==> src/rtl/spm_serial_mult_if.sv <==
// spm_serial_mult_if: operand and product handshake bundle for the serial-parallel multiplier.
// The master side is the producer/consumer and the slave side is the multiplier.
// The optional serial product outputs (SPM_SERIAL_OUT_EN) are plain module ports, not part of this bundle.
interface spm_serial_mult_if #(
  parameter int WIDTH = 8
);
  logic               in_valid;
  logic               in_ready;
  logic [WIDTH-1:0]   x;
  logic [WIDTH-1:0]   y;
  logic               out_valid;
  logic               out_ready;
  logic [2*WIDTH-1:0] p;
  logic               busy;

  modport master (
    output in_valid, x, y, out_ready,
    input  in_ready, out_valid, p, busy
  );

  modport slave (
    input  in_valid, x, y, out_ready,
    output in_ready, out_valid, p, busy
  );
endinterface

==> src/rtl/spm_serial_mult.sv <==
// spm_serial_mult: parametrised serial-parallel multiplier built from a chain of
// WIDTH carry-save cells. x is held in parallel and y is fed in LSB-first over
// 2*WIDTH cycles. The product is assembled in a shift register and offered with
// a valid/ready handshake.
// With SIGNED=1, y is sign-extended as it is shifted. The top cell feeds its own
// previous sum back in place of a missing cell above it. This emulates the
// infinite sign-extended chain, because every cell at or above the top sees the
// same x[WIDTH-1] partial product.
// Optional feature macro: SPM_SERIAL_OUT_EN adds the p_bit/p_bit_valid serial
// product stream (LSB-first, one bit per RUN cycle).
module spm_serial_mult #(
  parameter int WIDTH  = 8,
  parameter bit SIGNED = 1'b0
) (
  input  logic                    clk,
  input  logic                    rst,
  spm_serial_mult_if.slave        bus
`ifdef SPM_SERIAL_OUT_EN
  ,
  output logic                    p_bit,
  output logic                    p_bit_valid
`endif
);

  localparam int PW    = 2 * WIDTH;
  localparam int CNT_W = $clog2(PW);

  typedef enum logic [1:0] {
    IDLE,
    RUN,
    DONE
  } state_t;

  state_t             state;
  state_t             state_next;

  logic [WIDTH-1:0]   x_reg;
  logic [WIDTH-1:0]   y_sr;
  logic [WIDTH-1:0]   sum_r;
  logic [WIDTH-1:0]   carry_r;
  logic [PW-1:0]      p_sr;
  logic [CNT_W-1:0]   count;

  logic [WIDTH-1:0]   pp;
  logic [WIDTH-1:0]   s_in;
  logic [WIDTH-1:0]   sum_next;
  logic [WIDTH-1:0]   carry_next;
  logic               serial_bit;
  logic               accept;
  logic               last_cycle;
  logic               y_fill;

  // Carry-save cells: cell i adds its partial product, the shifted-down sum of cell i+1 and its own saved carry.
  assign pp         = x_reg & {WIDTH{y_sr[0]}};
  assign s_in       = {(SIGNED ? sum_r[WIDTH-1] : 1'b0), sum_r[WIDTH-1:1]};
  assign sum_next   = pp ^ s_in ^ carry_r;
  assign carry_next = (pp & s_in) | (pp & carry_r) | (s_in & carry_r);
  assign serial_bit = sum_next[0];

  assign accept     = (state == IDLE) && bus.in_valid;
  assign last_cycle = (count == CNT_W'(PW - 1));
  assign y_fill     = SIGNED ? y_sr[WIDTH-1] : 1'b0;

  assign bus.in_ready  = (state == IDLE);
  assign bus.busy      = (state == RUN);
  assign bus.out_valid = (state == DONE);
  assign bus.p         = p_sr;

`ifdef SPM_SERIAL_OUT_EN
  assign p_bit_valid = (state == RUN);
  assign p_bit       = (state == RUN) & serial_bit;
`endif

  // State register; reset aborts any operation in flight.
  always_ff @(posedge clk or negedge rst) begin
    if (!rst) begin
      state <= IDLE;
    end else begin
      state <= state_next;
    end
  end

  // Next-state logic: accept in IDLE, run 2*WIDTH cycles, hold the product until the consumer takes it.
  always_comb begin
    state_next = state;
    case (state)
      IDLE: if (bus.in_valid)  state_next = RUN;
      RUN:  if (last_cycle)    state_next = DONE;
      DONE: if (bus.out_ready) state_next = IDLE;
      default:                 state_next = IDLE;
    endcase
  end

  // Datapath: load operands on accept, then step the csa chain and collect one product bit per RUN cycle.
  always_ff @(posedge clk or negedge rst) begin
    if (!rst) begin
      x_reg   <= '0;
      y_sr    <= '0;
      sum_r   <= '0;
      carry_r <= '0;
      p_sr    <= '0;
      count   <= '0;
    end else if (accept) begin
      x_reg   <= bus.x;
      y_sr    <= bus.y;
      sum_r   <= '0;
      carry_r <= '0;
      p_sr    <= '0;
      count   <= '0;
    end else if (state == RUN) begin
      y_sr    <= {y_fill, y_sr[WIDTH-1:1]};
      sum_r   <= sum_next;
      carry_r <= carry_next;
      p_sr    <= {serial_bit, p_sr[PW-1:1]};
      count   <= count + CNT_W'(1);
    end
  end

endmodule

==> src/flat_wrapper.sv <==
// flat-port wrapper written by rule: the top's interface ports become plain ports
module spm_serial_mult_flat 
#(
  parameter int WIDTH  = 8,
  parameter bit SIGNED = 1'b0
)
  (clk, rst, bus_in_valid, bus_x, bus_y, bus_out_ready, bus_in_ready, bus_out_valid, bus_p, bus_busy);
  spm_serial_mult_if #(.WIDTH(WIDTH)) bus_i ();
  input  logic clk;
  input  logic rst;
  input wire logic [$bits(bus_i.in_valid)-1:0] bus_in_valid;
  input wire logic [$bits(bus_i.x)-1:0] bus_x;
  input wire logic [$bits(bus_i.y)-1:0] bus_y;
  input wire logic [$bits(bus_i.out_ready)-1:0] bus_out_ready;
  output wire logic [$bits(bus_i.in_ready)-1:0] bus_in_ready;
  output wire logic [$bits(bus_i.out_valid)-1:0] bus_out_valid;
  output wire logic [$bits(bus_i.p)-1:0] bus_p;
  output wire logic [$bits(bus_i.busy)-1:0] bus_busy;
  assign bus_i.in_valid = bus_in_valid;
  assign bus_i.x = bus_x;
  assign bus_i.y = bus_y;
  assign bus_i.out_ready = bus_out_ready;
  assign bus_in_ready = bus_i.in_ready;
  assign bus_out_valid = bus_i.out_valid;
  assign bus_p = bus_i.p;
  assign bus_busy = bus_i.busy;
  spm_serial_mult #(.WIDTH(WIDTH), .SIGNED(SIGNED)) u_core (.clk(clk), .rst(rst), .bus(bus_i));
endmodule
==> config.mk <==
export PLATFORM = sky130hd
export DESIGN_NAME = spm_serial_mult_flat
export DESIGN_NICKNAME = d
export VERILOG_FILES = /design/src/rtl/spm_serial_mult_if.sv /design/src/rtl/spm_serial_mult.sv /design/src/flat_wrapper.sv
export SDC_FILE = /design/constraint.sdc
export NUM_CORES = 1
export LEC_CHECK = 0
export ABC_AREA = 1
export BUFFER_PORTS_ARGS = -buffer_cell sky130_fd_sc_hd__buf_2
export CAP_MARGIN = 0
export CORE_ASPECT_RATIO = 1.4
export CORE_MARGIN = 2
export CORE_UTILIZATION = 60
export CTS_BUF_LIST = sky130_fd_sc_hd__clkbuf_4 sky130_fd_sc_hd__clkbuf_8
export DETAILED_ROUTE_END_ITERATION = 6
export PLACE_DENSITY = 0.84
export SETUP_SLACK_MARGIN = 0.2
export SLEW_MARGIN = 20
export SYNTH_ARGS = -nofsm -noshare
export SYNTH_HDL_FRONTEND = slang
export SYNTH_SLANG_ARGS = --single-unit
export TNS_END_PERCENT = 100
==> constraint.sdc <==
create_clock -name clk -period 2 [get_ports clk]
set_input_delay 0.4 -clock clk [delete_from_list [all_inputs] [get_ports clk]]
set_output_delay 0.4 -clock clk [all_outputs]
set_load 0.1 [all_outputs]
==> results of run 1 <==
[report_power, final]
part	internal (W)	total, W	leakage (nW)	switching [W]
Sequential	0.00145	0.00167	0.699	0.000213
Combinational	0.000566	0.00248	0.592	0.00191
Clock	0.000242	0.000578	0.0439	0.000336
[worst max-delay path: stages (launching register included)]
cell and delay [ns]:
dfrtp_1 0.48, nor2_2 0.14, buf_2 0.42
[per-layer routing]
metal / part of all wire / global-route usage
met5: 0 / 0
met4: 0.016 / 0.0744
met3: 0.036 / 0.0544
met2: 0.53 / 0.370
met1: 0.42 / 0.236
[what timing repair did]
| action | in CTS | in global routing |
|---|---|---|
| buffers inserted | 0 | 1 |
| resized for setup | 2 | 1 |
| hold buffers | 0 | 0 |
| setup endpoints to repair | 2 | 1 |
[cell type report]
cell class                 instances  area (sq um)
timing repair buffer              42           250
clock buffer                       5          68.8
sequential                        53          1330
fill                             279          1030
inverter                          38           150
clock inverter                     3          17.5
tap                               42          52.6
multi-input combinational        134           811
[synthesized netlist by cell type]
master	n
buf_2	6
buf_4	1
buf_6	3
clkbuf_1	1
dfrtp_1	53
fa_1	7
ha_1	2
inv_1	35
inv_2	2
inv_4	1
nand2_1	74
nand2_4	1
nand3_1	9
nand4_1	1
nor2_1	4
nor2_2	1
o21ai_0	3
o21ai_1	3
o21ai_2	1
o22ai_1	18
o22ai_2	10
[per-stage QoR]
step / utilization / setup WS [ns] / hold WS, ns / area, sq um / instances
after floorplan: - / 0.334 / 0.104 / 2360 / 236
final: 0.722 / 0.260 / 0.0640 / 2680 / 317
after CTS: 0.719 / 0.231 / 0.0825 / 2670 / 316
after global routing: 0.722 / 0.182 / 0.0899 / 2680 / 317
after global placement: 0.694 / 0.558 / 0.411 / 2570 / 308
after detailed placement: 0.694 / 0.517 / 0.413 / 2570 / 308
[kinds of logic after synthesis]
group | count (synthesis) | synth area share
AOI/OAI and AO/OA | 35 | 0.118
adders and majority gates | 9 | 0.0703
buffers and inverters | 49 | 0.0937
DFF | 53 | 0.564
and+or+nand+nor | 90 | 0.154
[path summary, 6_finish.rpt]
path                              endpoint  cells after the start
max in group asynchronous  u_core.sum_r[0]                      2
max reg2reg                u_core.sum_r[3]                      3
min in group clk           u_core.x_reg[1]                      3
min reg2reg                u_core.x_reg[4]                      2
min                        u_core.x_reg[1]                      2
max                          bus_out_valid                      2
==> impl_metrics.py, run 1 <==
metrics = {
    "synthesis": {
        "yosysWarnings": 0,
        "synthDistinctLibCells": 21,
        "synth.avg_cell_area_sq_um": 9.96,
        "synth_fp_nets": 265,
        "syn_inst": 236,
        "synth.top_cells.by_area": "dfrtp_1 (56%), nand2_1 (12%), fa_1 (6.0%)",
        "syn-cell-area_sq_um": 2350,
        "ys_ff_latch": 53,
        "synth_seq_area_share": 0.564,
        "synth_top_area_share": 0.564,
        "synth_area_leader_cell": "dfrtp_1",
    },
    "floorplanning": {
        "num_rows": 26,
        "ios": 39,
        "die_h_um": 78.0,
        "start_util": 0.634,
        "chipWidth_um": 56.9,
        "die_area_sq_um": 4440,
        "core_sq_um": 3710,
    },
    "layout": {
        "diodes": 0,
        "mostFrequentLayoutCell": "nand2_1",
        "fin_nets": 303,
        "drive_above_1_share": 0.244,
        "layout_common_cells": "nand2_1 (74), dfrtp_1 (53), buf_2 (36)",
        "area_growth_pct": 13.9,
        "largest_reg_flops": 15,
    },
    "clock_tree": {
        "root_buffer": "clkbuf_8",
        "cts_tree": "built",
        "cts_buffer_depth": 2,
        "cts_inserted_buffers": 5,
        "path_clk_slew_ns": 0.09,
        "clock_sinks": 53,
        "h-tree-depth": 2,
        "clk_latency_ns": 0.30,
    },
    "timing": {
        "post-route-period-util": 0.870,
        "slew_violations": 0,
        "setup_viol": 0,
        "skew_ns": 0.00568,
        "slew_headroom": 0.625,
        "tns_ns": 0,
        "period_minus_slack_ns": 1.74,
        "hold_viol": 0,
        "tightest_slew_ns": 0.562,
        "rsz0062_at_grt": "no",
        "max_freq_ghz": 0.575,
    },
    "placement": {
        "globalplace.congestion": 0.747,
        "portBuffers": 38,
        "dp_hpwl_um": 2810,
    },
    "route": {
        "drc": 0,
        "num_vias": 1695,
        "drt_iter0_markers": 42,
        "wirelength_um": 4040,
        "wire_per_inst_um": 12.7,
        "antenna_left": 0,
        "vias_per_cell": 5.35,
        "firstDrtPassIters": 4,
    },
    "global_route": {
        "antenna_found_initial": 0,
        "grt_pass1_vias": 1718,
        "grt_pass1_wl_um": 7200,
        "grt_max_degree": 54,
        "overflow": 0,
        "track_usage": 0.207,
    },
    "hold_path": {
        "hold_class": "input port to async pin",
    },
    "power_and_ir_drop": {
        "ir_worst_vdd_mv": 1.94,
        "p_total_w": 0.00472,
        "leakage_nw": 1.33,
        "power_density_nw_per_um2": 1760,
    },
    "worst_setup_path": {
        "critPathMaxFanout": 5,
        "criticalPathCategory": "register to output port",
        "rr_startpoint": "u_core.y_sr[0]",
        "end_kind": "output port",
        "required_ns": 1.60,
        "r2r_slack_ns": 0.61,
        "startpoint_type": "register",
        "arrival_ns": 1.34,
        "setup.worst_path.start": "u_core.state[0]",
    },
    "run": {
        "cap_violations": 0,
    },
    "run_status": {
        "status": "finished, final reports clean",
    },
}
No activity file was read; power rests on OpenSTA's default activity.
==> inputs of run 2 (changes only) <==
PLACE_DENSITY = unset   (was 0.84)
PLACE_DENSITY_LB_ADDON = 0.15   (was unset)
==> run 2 against run 1 <==
Power increased by 3.5%. Clock skew about the same. Hold slack got worse by 0.0032 ns. Largest cell class unchanged.
==> impl_metrics.py, run 2 (synthesis results as in run 1) <==
metrics = {
    "run_status": {
        "status": "finished, final reports clean",
    },
    "global_route": {
        "antenna_found_initial": 0,
        "grt_pass1_wl_um": 7330,
        "overflow": 0,
        "track_usage": 0.215,
        "grt_pass1_vias": 1740,
        "grt_max_degree": 32,
    },
    "clock_tree": {
        "cts_inserted_buffers": 5,
        "root_buffer": "clkbuf_8",
        "cts_buffer_depth": 2,
        "clock_sinks": 53,
        "cts_tree": "built",
        "postCtsSetupBuffers": 0,
        "h-tree-depth": 2,
        "clk_latency_ns": 0.30,
        "path_clk_slew_ns": 0.09,
    },
    "layout": {
        "fin_util": 0.729,
        "nFillCells": 296,
        "drive_above_1_share": 0.241,
        "multi_input_area_sq_um": 811,
        "largest_reg_flops": 15,
        "diodes": 0,
        "area_growth_pct": 15.1,
        "layout_common_cells": "nand2_1 (74), dfrtp_1 (53), inv_1 (35), buf_2 (35), o22ai_1 (18)",
        "seq_area_sq_um": 1330,
        "fin_nets": 302,
        "mostFrequentLayoutCell": "nand2_1",
        "instances_no_fill": 316,
    },
    "timing": {
        "skew_ns": 0.00561,
        "rsz0062_at_grt": "yes",
        "tightest_slew_ns": 0.575,
        "period_minus_slack_ns": 1.75,
        "hold_viol": 0,
        "slew_headroom": 0.616,
        "post-route-period-util": 0.876,
        "slew_violations": 0,
        "setup_viol": 0,
        "tns_ns": 0,
        "max_freq_ghz": 0.571,
    },
    "floorplanning": {
        "num_rows": 26,
        "die_area_sq_um": 4440,
        "chipWidth_um": 56.9,
        "ios": 39,
        "start_util": 0.634,
        "die_h_um": 78.0,
        "core_sq_um": 3710,
    },
    "route": {
        "wire_per_inst_um": 13.0,
        "wirelength_um": 4120,
        "vias_per_cell": 5.16,
        "drc": 0,
        "antenna_left": 0,
        "num_vias": 1632,
        "drt_iter0_markers": 35,
        "firstDrtPassIters": 4,
    },
    "power_and_ir_drop": {
        "ir_worst_vdd_mv": 1.64,
        "power_density_nw_per_um2": 1810,
        "leakage_nw": 1.35,
    },
    "worst_setup_path": {
        "criticalPathCategory": "register to output port",
        "critPathMaxFanout": 14,
        "required_ns": 1.60,
        "end_kind": "output port",
        "startpoint_type": "register",
        "arrival_ns": 1.35,
    },
    "placement": {
        "portBuffers": 38,
        "globalplace.congestion": 0.720,
        "dp_hpwl_um": 2770,
        "dp_cells": 308,
    },
    "run": {
        "cap_violations": 0,
    },
    "hold_path": {
        "hold_class": "input port to async pin",
    },
}
[run 2: final cells by class]
type                       count  area share
inverter                      38      0.0555
tap                           42      0.0194
sequential                    53       0.490
clock inverter                 1      0.0111
multi-input combinational    134       0.300
clock buffer                   7      0.0333
timing repair buffer          41      0.0907
[run 2: timing repair]
action,4_1_cts,5_1_grt
cloned,0,0
gates resized for setup,1,3
hold buffers,0,0
endpoints found under the setup margin,1,3
[run 2: path summary, 6_finish.rpt]
kind,slack [ns],from,endpoint,depth (start not counted)
setup reg to reg,0.58,u_core.state[1],u_core.state[0],4
max in group asynchronous,1.40,rst,u_core.count[1],2
min in group clk,0.28,bus_x[2],u_core.x_reg[2],3
hold / removal,0.06,rst,u_core.bus.p[13],1
hold reg to reg,0.49,u_core.x_reg[0],u_core.x_reg[0],2
setup / recovery,0.25,u_core.state[1],bus_busy,4
[run 2: where the power goes]
part	switching [W]	internal (W)	total [W]	leakage, nW
sequential	0.000214	0.00146	0.00167	0.699
combinational	0.00191	0.000561	0.00247	0.585
clock	0.000328	0.000422	0.000750	0.0619
total	0.00245	0.00244	0.00489	1.35
[run 2: layer usage]
layer  vias to the layer above  track usage  part of all wire
met4                         0       0.0837             0.017
met5                         -            0                 0
li1                        817            -                 -
met2                        37        0.387              0.53
met3                         7       0.0461             0.036
met1                       771        0.246              0.42
[run 2: metrics by stage]
step	instance area, sq um	setup WS (ns)	hold slack [ns]	total power [W]
3_3_place_gp	2570	0.558	0.401	0.00410
3_5_place_dp	2570	0.516	0.401	0.00415
5_1_grt	2710	0.169	0.0964	0.00518
2_1_floorplan	2360	0.334	0.104	0.00375
6_report	2710	0.249	0.0608	0.00489
4_1_cts	2700	0.207	0.0696	0.00492
[run 2: critical path, stage by stage, from the launching register on]
cell	delay, ns
dfrtp_1	0.42
inv_1	0.11
nand2_1	0.17
clkinv_4	0.15
buf_12	0.20
